--- src/rtl/mem_arbiter_pkg.sv ---
// mem_arbiter_pkg
//   Shared constants and types for the memory-port arbiter.
//   - RISCV_ADDR_WIDTH / RISCV_WORD_WIDTH : core address and data widths
//   - arb_state_e : arbiter FSM encoding (registered 2-bit value)
//   - BURST_W / BURST_SAT : width and saturation value of the data burst counter
package mem_arbiter_pkg;

   localparam int RISCV_ADDR_WIDTH = 32;
   localparam int RISCV_WORD_WIDTH = 32;

   typedef enum logic [1:0] {
      MEM_ARB_IDLE  = 2'd0,
      MEM_ARB_GNT_I = 2'd1,
      MEM_ARB_GNT_D = 2'd2
   } arb_state_e;

   localparam int             BURST_W   = 4;
   localparam logic [BURST_W-1:0] BURST_SAT = 4'd15;

endpackage

--- src/rtl/mem_arbiter.sv ---
// mem_arbiter
//   Shares one 32-bit memory port between the instruction-fetch requester
//   (i_*) and the load/store requester (d_*). One owner per transaction;
//   data wins ties. With MEM_ARB_STARVE_GUARD_EN defined, a burst counter
//   forces an instruction grant after MAX_DATA_BURST consecutive data
//   grants taken while a fetch was waiting.
//
//   Ports:
//     clk, rst                     clock, synchronous active-high reset
//     i_valid_i / i_ready_o        fetch request / completion
//     i_addr_i                     fetch address
//     i_wdata_i, i_we_i            unused (fetch never writes)
//     i_rdata_o                    fetch read data (0 unless i_ready_o)
//     d_valid_i / d_ready_o        data request / completion
//     d_addr_i, d_wdata_i, d_we_i  data address, write data, byte enables
//     d_rdata_o                    data read data (0 unless d_ready_o)
//     mem_valid_o / mem_ready_i    memory request / completion
//     mem_addr_o, mem_wdata_o,
//     mem_we_o, mem_rdata_i        memory request fields and read data
//
//   Build option: MEM_ARB_STARVE_GUARD_EN (undefined: no counter, data
//   always wins ties, MAX_DATA_BURST unused).
//
//   state          | meaning
//   ---------------+-----------------------------------------------------
//   MEM_ARB_IDLE   | arbitration cycle, memory port quiet
//   MEM_ARB_GNT_I  | fetch owns the port, fields pass through unlatched
//   MEM_ARB_GNT_D  | data side owns the port, fields pass through unlatched
module mem_arbiter
   import mem_arbiter_pkg::*;
#(
   parameter int MAX_DATA_BURST = 4
) (
   input  logic                        clk,
   input  logic                        rst,

   input  logic                        i_valid_i,
   output logic                        i_ready_o,
   input  logic [RISCV_ADDR_WIDTH-1:0] i_addr_i,
   input  logic [RISCV_WORD_WIDTH-1:0] i_wdata_i,
   input  logic [3:0]                  i_we_i,
   output logic [RISCV_WORD_WIDTH-1:0] i_rdata_o,

   input  logic                        d_valid_i,
   output logic                        d_ready_o,
   input  logic [RISCV_ADDR_WIDTH-1:0] d_addr_i,
   input  logic [RISCV_WORD_WIDTH-1:0] d_wdata_i,
   input  logic [3:0]                  d_we_i,
   output logic [RISCV_WORD_WIDTH-1:0] d_rdata_o,

   output logic                        mem_valid_o,
   input  logic                        mem_ready_i,
   output logic [RISCV_ADDR_WIDTH-1:0] mem_addr_o,
   output logic [RISCV_WORD_WIDTH-1:0] mem_wdata_o,
   output logic [3:0]                  mem_we_o,
   input  logic [RISCV_WORD_WIDTH-1:0] mem_rdata_i
);

   arb_state_e state_q, state_d;
   logic       i_done;
   logic       d_done;
   logic       force_i;

   // Fetch write fields exist only for interface symmetry.
   logic unused_i_fields;
   assign unused_i_fields = ^{i_wdata_i, i_we_i};

`ifdef MEM_ARB_STARVE_GUARD_EN
   logic [BURST_W-1:0] burst_q, burst_d;

   assign force_i = (burst_q >= BURST_W'(MAX_DATA_BURST));

   // Counts data grants that completed while a fetch was waiting; any fetch
   // completion, or a data completion with no fetch waiting, restarts it.
   always_comb begin
      burst_d = burst_q;
      if (i_done) begin
         burst_d = '0;
      end else if (d_done) begin
         if (!i_valid_i) begin
            burst_d = '0;
         end else if (burst_q != BURST_SAT) begin
            burst_d = burst_q + 1'b1;
         end
      end
   end

   always_ff @(posedge clk) begin
      if (rst) begin
         burst_q <= '0;
      end else begin
         burst_q <= burst_d;
      end
   end
`else
   logic [BURST_W-1:0] unused_burst_cfg;
   assign force_i          = 1'b0;
   assign unused_burst_cfg = BURST_W'(MAX_DATA_BURST);
`endif

   always_ff @(posedge clk) begin
      if (rst) begin
         state_q <= MEM_ARB_IDLE;
      end else begin
         state_q <= state_d;
      end
   end

   // Outputs are forced quiet while rst is high so a grant interrupted by
   // reset can never produce a late ready pulse.
   always_comb begin
      state_d     = state_q;
      mem_valid_o = 1'b0;
      mem_addr_o  = '0;
      mem_wdata_o = '0;
      mem_we_o    = 4'h0;
      i_ready_o   = 1'b0;
      d_ready_o   = 1'b0;
      i_rdata_o   = '0;
      d_rdata_o   = '0;
      i_done      = 1'b0;
      d_done      = 1'b0;

      if (!rst) begin
         case (state_q)
            MEM_ARB_IDLE: begin
               if (i_valid_i && (!d_valid_i || force_i)) begin
                  state_d = MEM_ARB_GNT_I;
               end else if (d_valid_i) begin
                  state_d = MEM_ARB_GNT_D;
               end
            end

            MEM_ARB_GNT_I: begin
               mem_valid_o = i_valid_i;
               mem_addr_o  = i_addr_i;
               i_done      = i_valid_i && mem_ready_i;
               i_ready_o   = i_done;
               if (i_done) begin
                  i_rdata_o = mem_rdata_i;
               end
               // Completion or abort both hand the port back.
               if (!i_valid_i || mem_ready_i) begin
                  state_d = MEM_ARB_IDLE;
               end
            end

            MEM_ARB_GNT_D: begin
               mem_valid_o = d_valid_i;
               mem_addr_o  = d_addr_i;
               mem_wdata_o = d_wdata_i;
               mem_we_o    = d_we_i;
               d_done      = d_valid_i && mem_ready_i;
               d_ready_o   = d_done;
               if (d_done) begin
                  d_rdata_o = mem_rdata_i;
               end
               if (!d_valid_i || mem_ready_i) begin
                  state_d = MEM_ARB_IDLE;
               end
            end

            default: begin
               state_d = MEM_ARB_IDLE;
            end
         endcase
      end
   end

endmodule
--- config.mk ---
export PLATFORM = sky130hd
export DESIGN_NAME = mem_arbiter
export DESIGN_NICKNAME = d
export VERILOG_FILES = /design/src/rtl/mem_arbiter_pkg.sv /design/src/rtl/mem_arbiter.sv
export SDC_FILE = /design/constraint.sdc
export NUM_CORES = 1
export LEC_CHECK = 0
export CORE_AREA = 2 2 119 121
export DETAILED_ROUTE_END_ITERATION = 8
export DIE_AREA = 0 0 121 123
export SYNTH_ARGS = -nofsm -noshare
export SYNTH_HDL_FRONTEND = slang
export SYNTH_SLANG_ARGS = --single-unit
--- constraint.sdc ---
create_clock -name clk -period 4.85 [get_ports clk]
set_clock_uncertainty 0.05 [all_clocks]
set_input_delay 0.485 -clock clk [delete_from_list [all_inputs] [get_ports clk]]
set_output_delay 0.485 -clock clk [all_outputs]
set_load 0.1 [all_outputs]
# ---- Word-level counts from Yosys, hierarchy flattened
# Index checks and enable logic that the tools add are counted.
dict set report classes {
  eq_ne 5
  n_mux 23
  n_reduce_logical 9
}
# op n
set op_table {}
lappend op_table {{$mux 32} 9}
lappend op_table {{$pmux 32 s2} 1}
lappend op_table {{$mux 2} 4}
lappend op_table {{$mux 4} 2}
lappend op_table {{$pmux 2 s3} 1}
lappend op_table {{$mux 1} 5}
lappend op_table {{$ne 2x2->1 const B} 2}
lappend op_table {{$logic_and 1x1->1} 3}
lappend op_table {{$ne 3x3->1 const B} 1}
lappend op_table {{$reduce_and 3->1} 1}
lappend op_table {{$eq 2x1->1 const B} 1}
lappend op_table {{$eq 2x2->1 const B} 1}
lappend op_table {{$logic_not 1->1} 2}
lappend op_table {{$logic_not 2->1} 1}
lappend op_table {{$logic_or 1x1->1} 2}
lappend op_table {{$pmux 1 s2} 1}
dict set report word_totals {
  ff_bits 2
  out_inout_bits 135
}

# ---- Logic depth before layout (Yosys ltp)
# Gate-level depths: netlist of run 1.
dict set report logic_depth {
  word_depth 4
  ltp_mapped 8
  depth_no_buf 5
}

# ---- Worst setup path after synthesis of run 1
# OpenSTA, ideal clock, no wires.
dict set report synth_path {
  path_kind {register to output}
  from {reg state_q[0]}
  to {out mem_addr_o[21]}
  arrival_ns 2.311
  path_slack_ns 2.004
  stages_incl_launch_ff 7
  path_buffers 2
  cell_sequence {dfxtp_1 > inv_1 > ha_1 > buf_4 > clkbuf_1 > a22oi_1 > nor2_1}
}
dict set report synth_via {
  elab_chain_len 3
  elab_cells_between_ends 4
}
# element line
set synth_rtl {}
lappend synth_rtl {{from (decl)} mem_arbiter.sv:59} ;# arb_state_e state_q, state_d;
lappend synth_rtl {{from (signal assigned)} mem_arbiter.sv:105} ;# state_q <= state_d;
lappend synth_rtl {{$eq 2x2->1 / $eq 2x1->1 (equally long branches)} mem_arbiter.sv:125} ;# case (state_q)
lappend synth_rtl {{$pmux 32 s2 (*)} mem_arbiter.sv:125}
lappend synth_rtl {{$mux 32 (*)} mem_arbiter.sv:124} ;# if (!rst) begin
lappend synth_rtl {{to (decl)} mem_arbiter.sv:53} ;# output logic [RISCV_ADDR_WIDTH-1:0] mem_addr_o,
# Mark *: on every way between the ends. The rest lies on a longest branch, timed or not.

# ---- Worst setup path in the final report of run 1
dict set report layout_path {
  from {reg state_q[0]}
  to {out d_rdata_o[16]}
}
dict set report layout_via {
  elab_chain_len 3
}
# element line
set layout_rtl {}
lappend layout_rtl {{$eq 2x2->1} mem_arbiter.sv:125}
lappend layout_rtl {{$mux 32} mem_arbiter.sv:125}
lappend layout_rtl {{$mux 32} mem_arbiter.sv:124}
lappend layout_rtl {{to (decl)} mem_arbiter.sv:49} ;# output logic [RISCV_WORD_WIDTH-1:0] d_rdata_o,
# No other way between the ends.

==> metrics.csv, run 1 <==
stage,metric,value,unit
sta,finalMaxSlewViolations,0,
route,wl_per_cell,12.1,um
finish,syn_to_final_growth,195,%
cts,cts_hold_buf,0,
min_path,whs_path_depth,2,
place,pre_cts_slack,1640,ps
cts,htree_num_levels,1,
route,antenna_left,0,
route,via_per_inst,3.74,
floorplanning,io-pin-count,308,
cts,clockBufferDepth,2,
finish,final_common_cell,buf_4,
min_path,min_path_type,reg2reg,
sta,finalCritPeriodShare,66.6,%
synth,synth_top_area_cell,and2_1,
cts,worstSkewPairLatency,220,ps
route,drc,0,
finish,n_fill_cell,1482,
floorplanning,coreArea,0.0136,mm^2
sta,hold_viol,0,
cts,cts_setup_buffers,0,
synth,synthCells,210,
floorplanning,die_h,123,um
synth,synth_cell_type_count,20,
sta,grt_setup_unrepaired,false,
outcome,status,"finished, final reports clean",
route,wl_met1,2780,um
synth,synth.net_count,386,
sta,finalCriticalPeriod,3230,ps
floorplanning,fp.dieW,121,um
global_route,grt_max_degree,38,
floorplanning,die_area,0.0149,mm^2
global_route,antenna_found_initial,0,
finish,largest_reg_flops,2,
setup_path,critical_path_arrival,2700,ps
global_route,grt_pass1_wl,11200,um
global_route,grt_overflow,0,
place,gp_congestion,0.714,
finish,postLayoutCoreUtil,28.5,%
synth,synth_top_cell_area_share,47.6,%
setup_path,cpMaxStageDelayCell,nor2b_4,
cts,cts_tree,built,
setup_path,endpoint_kind,output port,
setup_path,reg2reg_setup_slack,3230,ps
synth,synth-seq-cells,2,
synth,synth_fa_ha_area_share,2.85,%
cts,cts-root-buf,clkbuf_16,
finish,diodes,0,
cts,cts_resized,0,
min_path,hp-start,state_q[1],
cts,cts_buffers,3,
synth,synth_compound_area_share,22.8,%
cts,cts.sinks,2,
setup_path,start_kind,flip-flop,
route,routed-wl-met2,4100,um
route,num_vias,2408,
setup_path,worstRegToRegCells,6,
global_route,track_usage,9.29,%
sta,maxSlewHeadroom,22.4,%
finish,layout_common_cells,"137 x buf_4, 136 x clkdlybuf4s50_1, 100 x and2_1",
synth,synth_seq_area_share,3.04,%
finish,multiInputGateArea,0.00114,mm^2
synth,synthSimpleGateAreaFrac,60.8,%
finish,regArea,40.0,um^2
synth,synth_top_family_by_area,simple AND/OR/NAND/NOR gates,
min_path,hold_path_end,state_q[1],
power,ir_worst_vdd,0.0000779,V
route,totalWireLength,7810,um
setup_path,crit_type,reg2out,
sta,layout_setup_ws,1620,ps
finish,nets,642,
sta,final-setup-viol-count,0,
setup_path,r2r_end,state_q[1],
setup_path,required,4320,ps
floorplanning,start_util,9.66,%
floorplanning,fp-row-count,43,
synth,synth_top_cells_by_area,"and2_1 48%, a22oi_1 19%, nor2_1 9.4%",
setup_path,slowest_delay,580,ps
power,p_leak,1.76,nW
route,top_layer,met4,
setup_path,crit_top_cell,buf_4,
route,wl_met3,880,um
route,drtIter0Drc,54,
setup_path,r2r-start,state_q[0],
finish,largestRegisters,state_q: 2 flops,
synth,synth.area.mux_share,0,%
synth,synth_area,0.00132,mm^2
sta,tns,0,ps
power,p_total,0.000551,W
place,port_buffers,271,
place,dpl.hpwl,6590,um
setup_path,crit_chain,inv_1 -> ha_1 -> buf_4 -> nor2b_4 -> and3_4 -> and2_1 -> buf_4,
synth,synth_xor_area_share,0,%
setup_path,path_max_fanout,37,
global_route,first_global_vias,2257,
sta,clock.fmax,309,MHz
route,first_pass_iters,4,
sta,tightest_slew,1160,ps
power,cellPowerDensity,142,mW/mm^2
finish,drive_above_1_share,30.6,%
synth,synth.avg_cell_area,6.26,um^2
synth,ys_warn_count,0,
cts,path_clk_slew,30,ps
finish,top_register,state_q,
flow_run,cap_viol_max_count,0,
## cell families after synthesis
logic type,Yosys count
AO/OA/AOI/OAI,41
adder cells (fa/ha/maj),3
buffers and inverters,26
flip-flops,2
AND/OR/NAND/NOR,138
## worst max-delay path, delay by kind of cell (launching register included)
family | cells | cell delay [ps]
AND/OR/NAND/NOR | 3 | 1270
flip-flops | 1 | 300
adder cells (fa/ha/maj) | 1 | 150
buffers and inverters | 3 | 740
## how the worst max path moves through the flow
stage	depth (start not counted)	slack [ps]	start	endpoint
2_1_floorplan	6	2000	state_q[0]	mem_addr_o[21]
3_3_place_gp	4	1720	rst	i_rdata_o[17]
3_5_place_dp	4	1640	rst	i_rdata_o[13]
4_1_cts	7	1540	state_q[0]	d_rdata_o[12]
5_1_grt	6	1340	state_q[1]	i_rdata_o[13]
6_report	7	1620	state_q[0]	d_rdata_o[16]
## cell usage after synthesis
master     count
a21oi_1        2
nand2b_1       1
buf_4          1
and2_1       100
buf_2          5
ha_1           3
and3b_1        1
inv_1          4
nor2_1        33
o31ai_1        1
a2bb2oi_1      2
dfxtp_1        2
buf_6          4
a22oi_1       33
o21ai_0        2
and3_4         1
a211oi_1       1
clkbuf_1      12
and4b_1        1
nor2b_4        1
## cell type report
cell class	count	share of cell area [%]
clock buffers	3	1.93
well taps	180	5.80
inverters	4	0.387
repair buffers	273	61.6
flip-flops and latches	2	1.03
multi-input cells	182	29.3
## routing by layer
metal | vias to the layer above | GRT usage (%)
li1 | 1206 | -
met1 | 1049 | 9.92
met2 | 151 | 17.8
met3 | 2 | 2.58
met4 | 0 | 2.62
met5 | - | 0
## where the power goes
group	switching, W	internal, W	leakage, nW
Combinational	0.000252	0.000156	1.71
Sequential	0.000000753	0.0000182	0.0165
Clock	0.0000191	0.000105	0.0370
## per-stage QoR
stage | hold WS [ps] | cell area [um^2] | cells
3_3_place_gp | 465 | 3810 | 641
4_1_cts | 483 | 3880 | 644
2_1_floorplan | 432 | 1320 | 210
6_report | 478 | 3880 | 644
5_1_grt | 541 | 3880 | 644
3_5_place_dp | 482 | 3810 | 641
(Power assumes the default switching activity.)
==> run 2: changes to the inputs <==
CORE_AREA = 2 2 118 120   (was 2 2 119 121)
DIE_AREA = 0 0 120 122   (was 0 0 121 123)
clock period = 3.1 ns   (was 4.85 ns; I/O delays follow)
==> run 2 against run 1 <==
Die area fell by 1.6%. Combinational power grew 87%. Largest power group unchanged. Sequential cell count unchanged. Global-route usage rose by 1.9 points. Count of clock-buffer cells in the layout stayed put. Sequential share of layout area down 0.32 points. Largest cell class unchanged. Via count grew 5.1%.
==> metrics.csv, run 2 (same netlist as run 1, synthesis figures left out) <==
stage,metric,value,unit
outcome,status,"finished, final reports clean",
finish,nets,645,
sta,whs,518,ps
floorplanning,die_area,0.0146,mm^2
cts,worstSkewPairLatency,220,ps
finish,final_common_cell,clkdlybuf4s50_1,
cts,cts_hold_buf,0,
sta,grt_setup_unrepaired,false,
floorplanning,fp.dieW,120,um
cts,cts.sinks,2,
cts,cts_resized,0,
route,first_pass_iters,4,
global_route,first_global_vias,2443,
finish,syn_to_final_growth,325,%
sta,hold_viol,0,
floorplanning,die_h,122,um
power,p_leak,2.15,nW
place,port_buffers,271,
sta,clock.fmax,448,MHz
setup_path,required,2740,ps
finish,diodes,0,
power,cellPowerDensity,177,mW/mm^2
floorplanning,fp-row-count,43,
setup_path,crit_type,in2out,
global_route,grt_pass1_wl,13200,um
flow_run,cap_viol_max_count,0,
global_route,track_usage,11.2,%
route,totalWireLength,8850,um
route,drc,0,
floorplanning,io-pin-count,308,
setup_path,cpMaxStageDelayCell,clkdlybuf4s50_1,
setup_path,cp_top_family,simple AND/OR/NAND/NOR gates,
cts,path_clk_slew,30,ps
sta,finalCritPeriodShare,71.9,%
setup_path,path_max_fanout,33,
route,antenna_left,0,
finish,layout_common_cells,"136 x clkdlybuf4s50_1, 135 x buf_12, 100 x and2_1",
setup_path,slowest_delay,530,ps
route,num_vias,2530,
setup_path,crit_chain,clkdlybuf4s50_1 -> nor2b_4 -> and3_4 -> and2_1 -> buf_12,
sta,maxSlewHeadroom,75.6,%
finish,postLayoutCoreUtil,41.4,%
cts,clockBufferDepth,2,
cts,cts_setup_buffers,0,
route,via_per_inst,3.91,
global_route,antenna_found_initial,0,
setup_path,crit_buf_inv,2,
floorplanning,start_util,9.74,%
finish,largestRegisters,state_q: 2 flops,
sta,finalCriticalPeriod,2230,ps
finish,largest_reg_flops,2,
sta,tns,0,ps
sta,final-setup-viol-count,0,
sta,finalMaxSlewViolations,0,
global_route,grt_overflow,0,
cts,htree_num_levels,1,
cts,cts_tree,built,
finish,top_register,state_q,
sta,tightest_slew,366,ps
cts,cts_buffers,3,
route,drtIter0Drc,57,
place,dpl.hpwl,7720,um
min_path,min_path_type,reg2reg,
floorplanning,coreArea,0.0135,mm^2
setup_path,critical_path_arrival,1870,ps
place,gp_congestion,0.846,
power,ir_worst_vdd,0.000109,V
setup_path,start_kind,primary input,
setup_path,endpoint_kind,output port,
cts,cts-root-buf,clkbuf_16,
global_route,grt_max_degree,37,
route,wl_per_cell,13.7,um
finish,drive_above_1_share,31.0,%
run 2: changes by cell type in the layout (fill, tap and decap cells not counted):
cell	previous run	this run
buf_4	137	5
buf_12	0	135
run 2: per-layer routing:
metal,global-route usage (%),up-vias,part of all wire [%]
li1,-,1206,-
met1,11.4,1180,33
met2,23.0,138,58
met3,2.76,6,8.6
met4,1.54,0,0.47
met5,0,-,0
run 2: worst paths after layout:
check	start	cells past startpoint	slack, ps	to
max reg2reg	state_q[0]	6	1390	state_q[1]
min reg2reg	state_q[0]	2	520	state_q[0]
min	state_q[0]	2	520	state_q[0]
max	rst	5	870	d_rdata_o[6]
run 2: per-stage QoR:
step / instances / worst slack (ps) / total power, W / cell area [um^2]
after floorplan: 210 / 429 / 0.000422 / 1320
after global placement: 644 / 871 / 0.000784 / 5520
after detailed placement: 644 / 856 / 0.000794 / 5520
after CTS: 647 / 845 / 0.000994 / 5590
after global routing: 647 / 761 / 0.00102 / 5590
final: 647 / 870 / 0.000989 / 5590
run 2: tightest hold or removal path: cells and delay by family, from the launching register on:
kind	cells	cell delay [ps]
flip-flops	1	310
buffers and inverters	1	120
AO/OA/AOI/OAI	1	80
run 2: cell type report:
| type | count | area [um^2] |
|---|---|---|
| Clock buffer | 3 | 75.1 |
| Fill cell | 1326 | 7910 |
| Inverter | 4 | 15.0 |
| Multi-Input combinational cell | 182 | 1140 |
| Sequential cell | 2 | 40.0 |
| Tap cell | 180 | 225 |
| Timing Repair Buffer | 276 | 4100 |
run 2: power breakdown:
group          total [W]  switching (W)  internal (W)
clock network   0.000198      0.0000336      0.000164
registers      0.0000301     0.00000162     0.0000285
logic           0.000761       0.000421      0.000341
total           0.000989       0.000456      0.000533
==> run 3: changes to the inputs <==
clock period = 1.8 ns   (was 3.1 ns; I/O delays follow)
==> run 3 against run 2 <==
Global-route usage increased by 0.99 points. Core utilization up 7.3 points. Critical path type is now reg2out. Via count up 2.9%. The flow now finishes with violations (setup timing).
==> metrics.csv, run 3 (same netlist as run 1, synthesis figures left out) <==
stage,metric,value,unit
setup_path,endpoint_kind,output port,
cts,worstSkewPairLatency,220,ps
flow_run,cap_viol_max_count,0,
floorplanning,start_util,9.74,%
sta,hold_viol,0,
setup_path,start_kind,flip-flop,
finish,top_register,state_q,
place,dpl.hpwl,8270,um
finish,final_common_cell,buf_12,
sta,tns,-5120,ps
floorplanning,fp-row-count,43,
sta,tightest_slew,307,ps
min_path,min_path_type,in2reg,
sta,finalCritPeriodShare,105,%
sta,clock.fmax,531,MHz
finish,postLayoutCoreUtil,48.7,%
power,cellPowerDensity,302,mW/mm^2
setup_path,critical_path_arrival,1650,ps
setup_path,worstSetupStartpoint,state_q[1],
setup_path,crit_chain,inv_4 -> ha_4 -> and4b_4 -> clkbuf_16 -> and2_4 -> buf_12,
setup_path,r2r-start,state_q[1],
cts,htree_num_levels,1,
setup_path,required,1570,ps
finish,nets,671,
setup_path,path_max_fanout,8,
sta,grt_setup_unrepaired,true,
power,p_seq_share,2.8,%
power,p_comb_share,80.2,%
outcome,violations,setup timing,
global_route,grt_overflow,0,
sta,final-setup-viol-count,97,
cts,path_clk_slew,30,ps
cts,cts.sinks,2,
finish,largest_reg_flops,2,
route,drtIter0Drc,60,
setup_path,slowest_delay,360,ps
finish,n_fill_cell,1182,
cts,cts_buffers,3,
finish,drive_above_1_share,64.3,%
outcome,status,"complete, but fails checks",
setup_path,worstRegToRegCells,6,
cts,clockBufferDepth,2,
finish,layout_common_cells,"143 x buf_12, 135 x clkdlybuf4s50_1, 82 x and2_4",
place,port_buffers,271,
setup_path,r2r_end,state_q[0],
route,via_per_inst,3.86,
power,clkPwrFrac,17.0,%
finish,largestRegisters,state_q: 2 flops,
power,internal_power,0.00108,W
place,gp_congestion,0.760,
cts,cts_tree,built,
route,first_pass_iters,4,
route,wl_per_cell,14.9,um
power,switching_share,45.8,%
power,p_leak,2.51,nW
setup_path,reg2reg_setup_slack,320,ps
sta,layout_setup_ws,-84.6,ps
floorplanning,coreArea,0.0135,mm^2
global_route,track_usage,12.1,%
cts,cts_hold_buf,0,
route,drc,0,
global_route,grt_max_degree,37,
route,antenna_left,0,
route,num_vias,2604,
floorplanning,io-pin-count,308,
power,ir_worst_vdd,0.000214,V
sta,finalCriticalPeriod,1880,ps
sta,finalMaxSlewViolations,0,
cts,cts-root-buf,clkbuf_16,
setup_path,crit_type,reg2out,
floorplanning,die_h,122,um
sta,maxSlewHeadroom,79.5,%
power,p_sw,0.000911,W
finish,syn_to_final_growth,400,%
global_route,grt_pass1_wl,14100,um
global_route,antenna_found_initial,1,
route,totalWireLength,10100,um
global_route,first_global_vias,2631,
setup_path,cpMaxStageDelayCell,and4b_4,
floorplanning,die_area,0.0146,mm^2
floorplanning,fp.dieW,120,um
setup_path,endpoint,i_rdata_o[2],
==> run 3: cell count changes in the layout (fill, tap and decap cells not counted), moves of 4 or more <==
cell	change
and2_1	-100
and2_4	+82
nor2_1	-33
nor2_4	+33
and2_2	+18
buf_12	+8
buf_4	+7
a22oi_1	-5
a22oi_2	+5
buf_6	+5
clkbuf_16	+4
==> run 3: critical path, delay by kind of cell, from the launching register on <==
kind	cells	cell delay [ps]
DFF	1	350
buffers and inverters	3	420
adders and majority gates	1	150
and+or+nand+nor	2	510
==> run 3: timing repair <==
action,CTS,global route
buffers inserted,2,4
gates cloned,2,7
setup endpoints to repair,134,133
pin swaps,14,32
gates resized for setup,24,36
==> run 3: per-layer routing <==
layer  global-route usage (%)  share of wire [%]  vias to the layer above
met3                     3.14                7.7                        6
li1                         -                  -                     1267
met5                        0                  0                        -
met1                     12.0                 33                     1201
met4                     3.24               0.98                        0
met2                     24.8                 59                      130
==> run 3: final cells by class <==
class	count	area, um^2	share of cell area [%]
timing repair buffer	302	4530	68.9
multi-input combinational	182	1670	25.5
tap	180	225	3.42
clock buffer	3	75.1	1.14
sequential	2	47.5	0.723
inverter	4	20.0	0.304
antenna	1	2.50	0.0380
==> run 3: how the worst min path moves through the flow <==
stage                           from         end  slack, ps  depth (start not counted)
after floorplan                  rst  state_q[0]        200                          1
after global placement    state_q[0]  state_q[0]        430                          2
after detailed placement  state_q[0]  state_q[0]        470                          2
after CTS                 state_q[1]  state_q[1]        490                          2
after global routing             rst  state_q[0]        410                          3
final                            rst  state_q[0]        360                          3
==> run 3: stage by stage <==
stage | setup WS [ps] | instance area [um^2] | hold slack, ps | std cells | total power, W
after global routing | -141 | 6580 | 414 | 674 | 0.00207
after global placement | -26.2 | 6120 | 433 | 655 | 0.00153
final | -84.6 | 6580 | 364 | 674 | 0.00199
after detailed placement | -54.2 | 6120 | 468 | 655 | 0.00155
after floorplan | -161 | 1790 | 203 | 210 | 0.000855
after CTS | -106 | 6320 | 492 | 662 | 0.00193
==> run 3: power by group through the flow <==
stage	clock network (W)	registers [W]	logic, W
after global routing	0.000356	0.0000565	0.00166
final	0.000339	0.0000557	0.00159
after CTS	0.000348	0.0000552	0.00153
after global placement	0	0.0000519	0.00147
after floorplan	0	0.0000515	0.000804
after detailed placement	0	0.0000522	0.00149
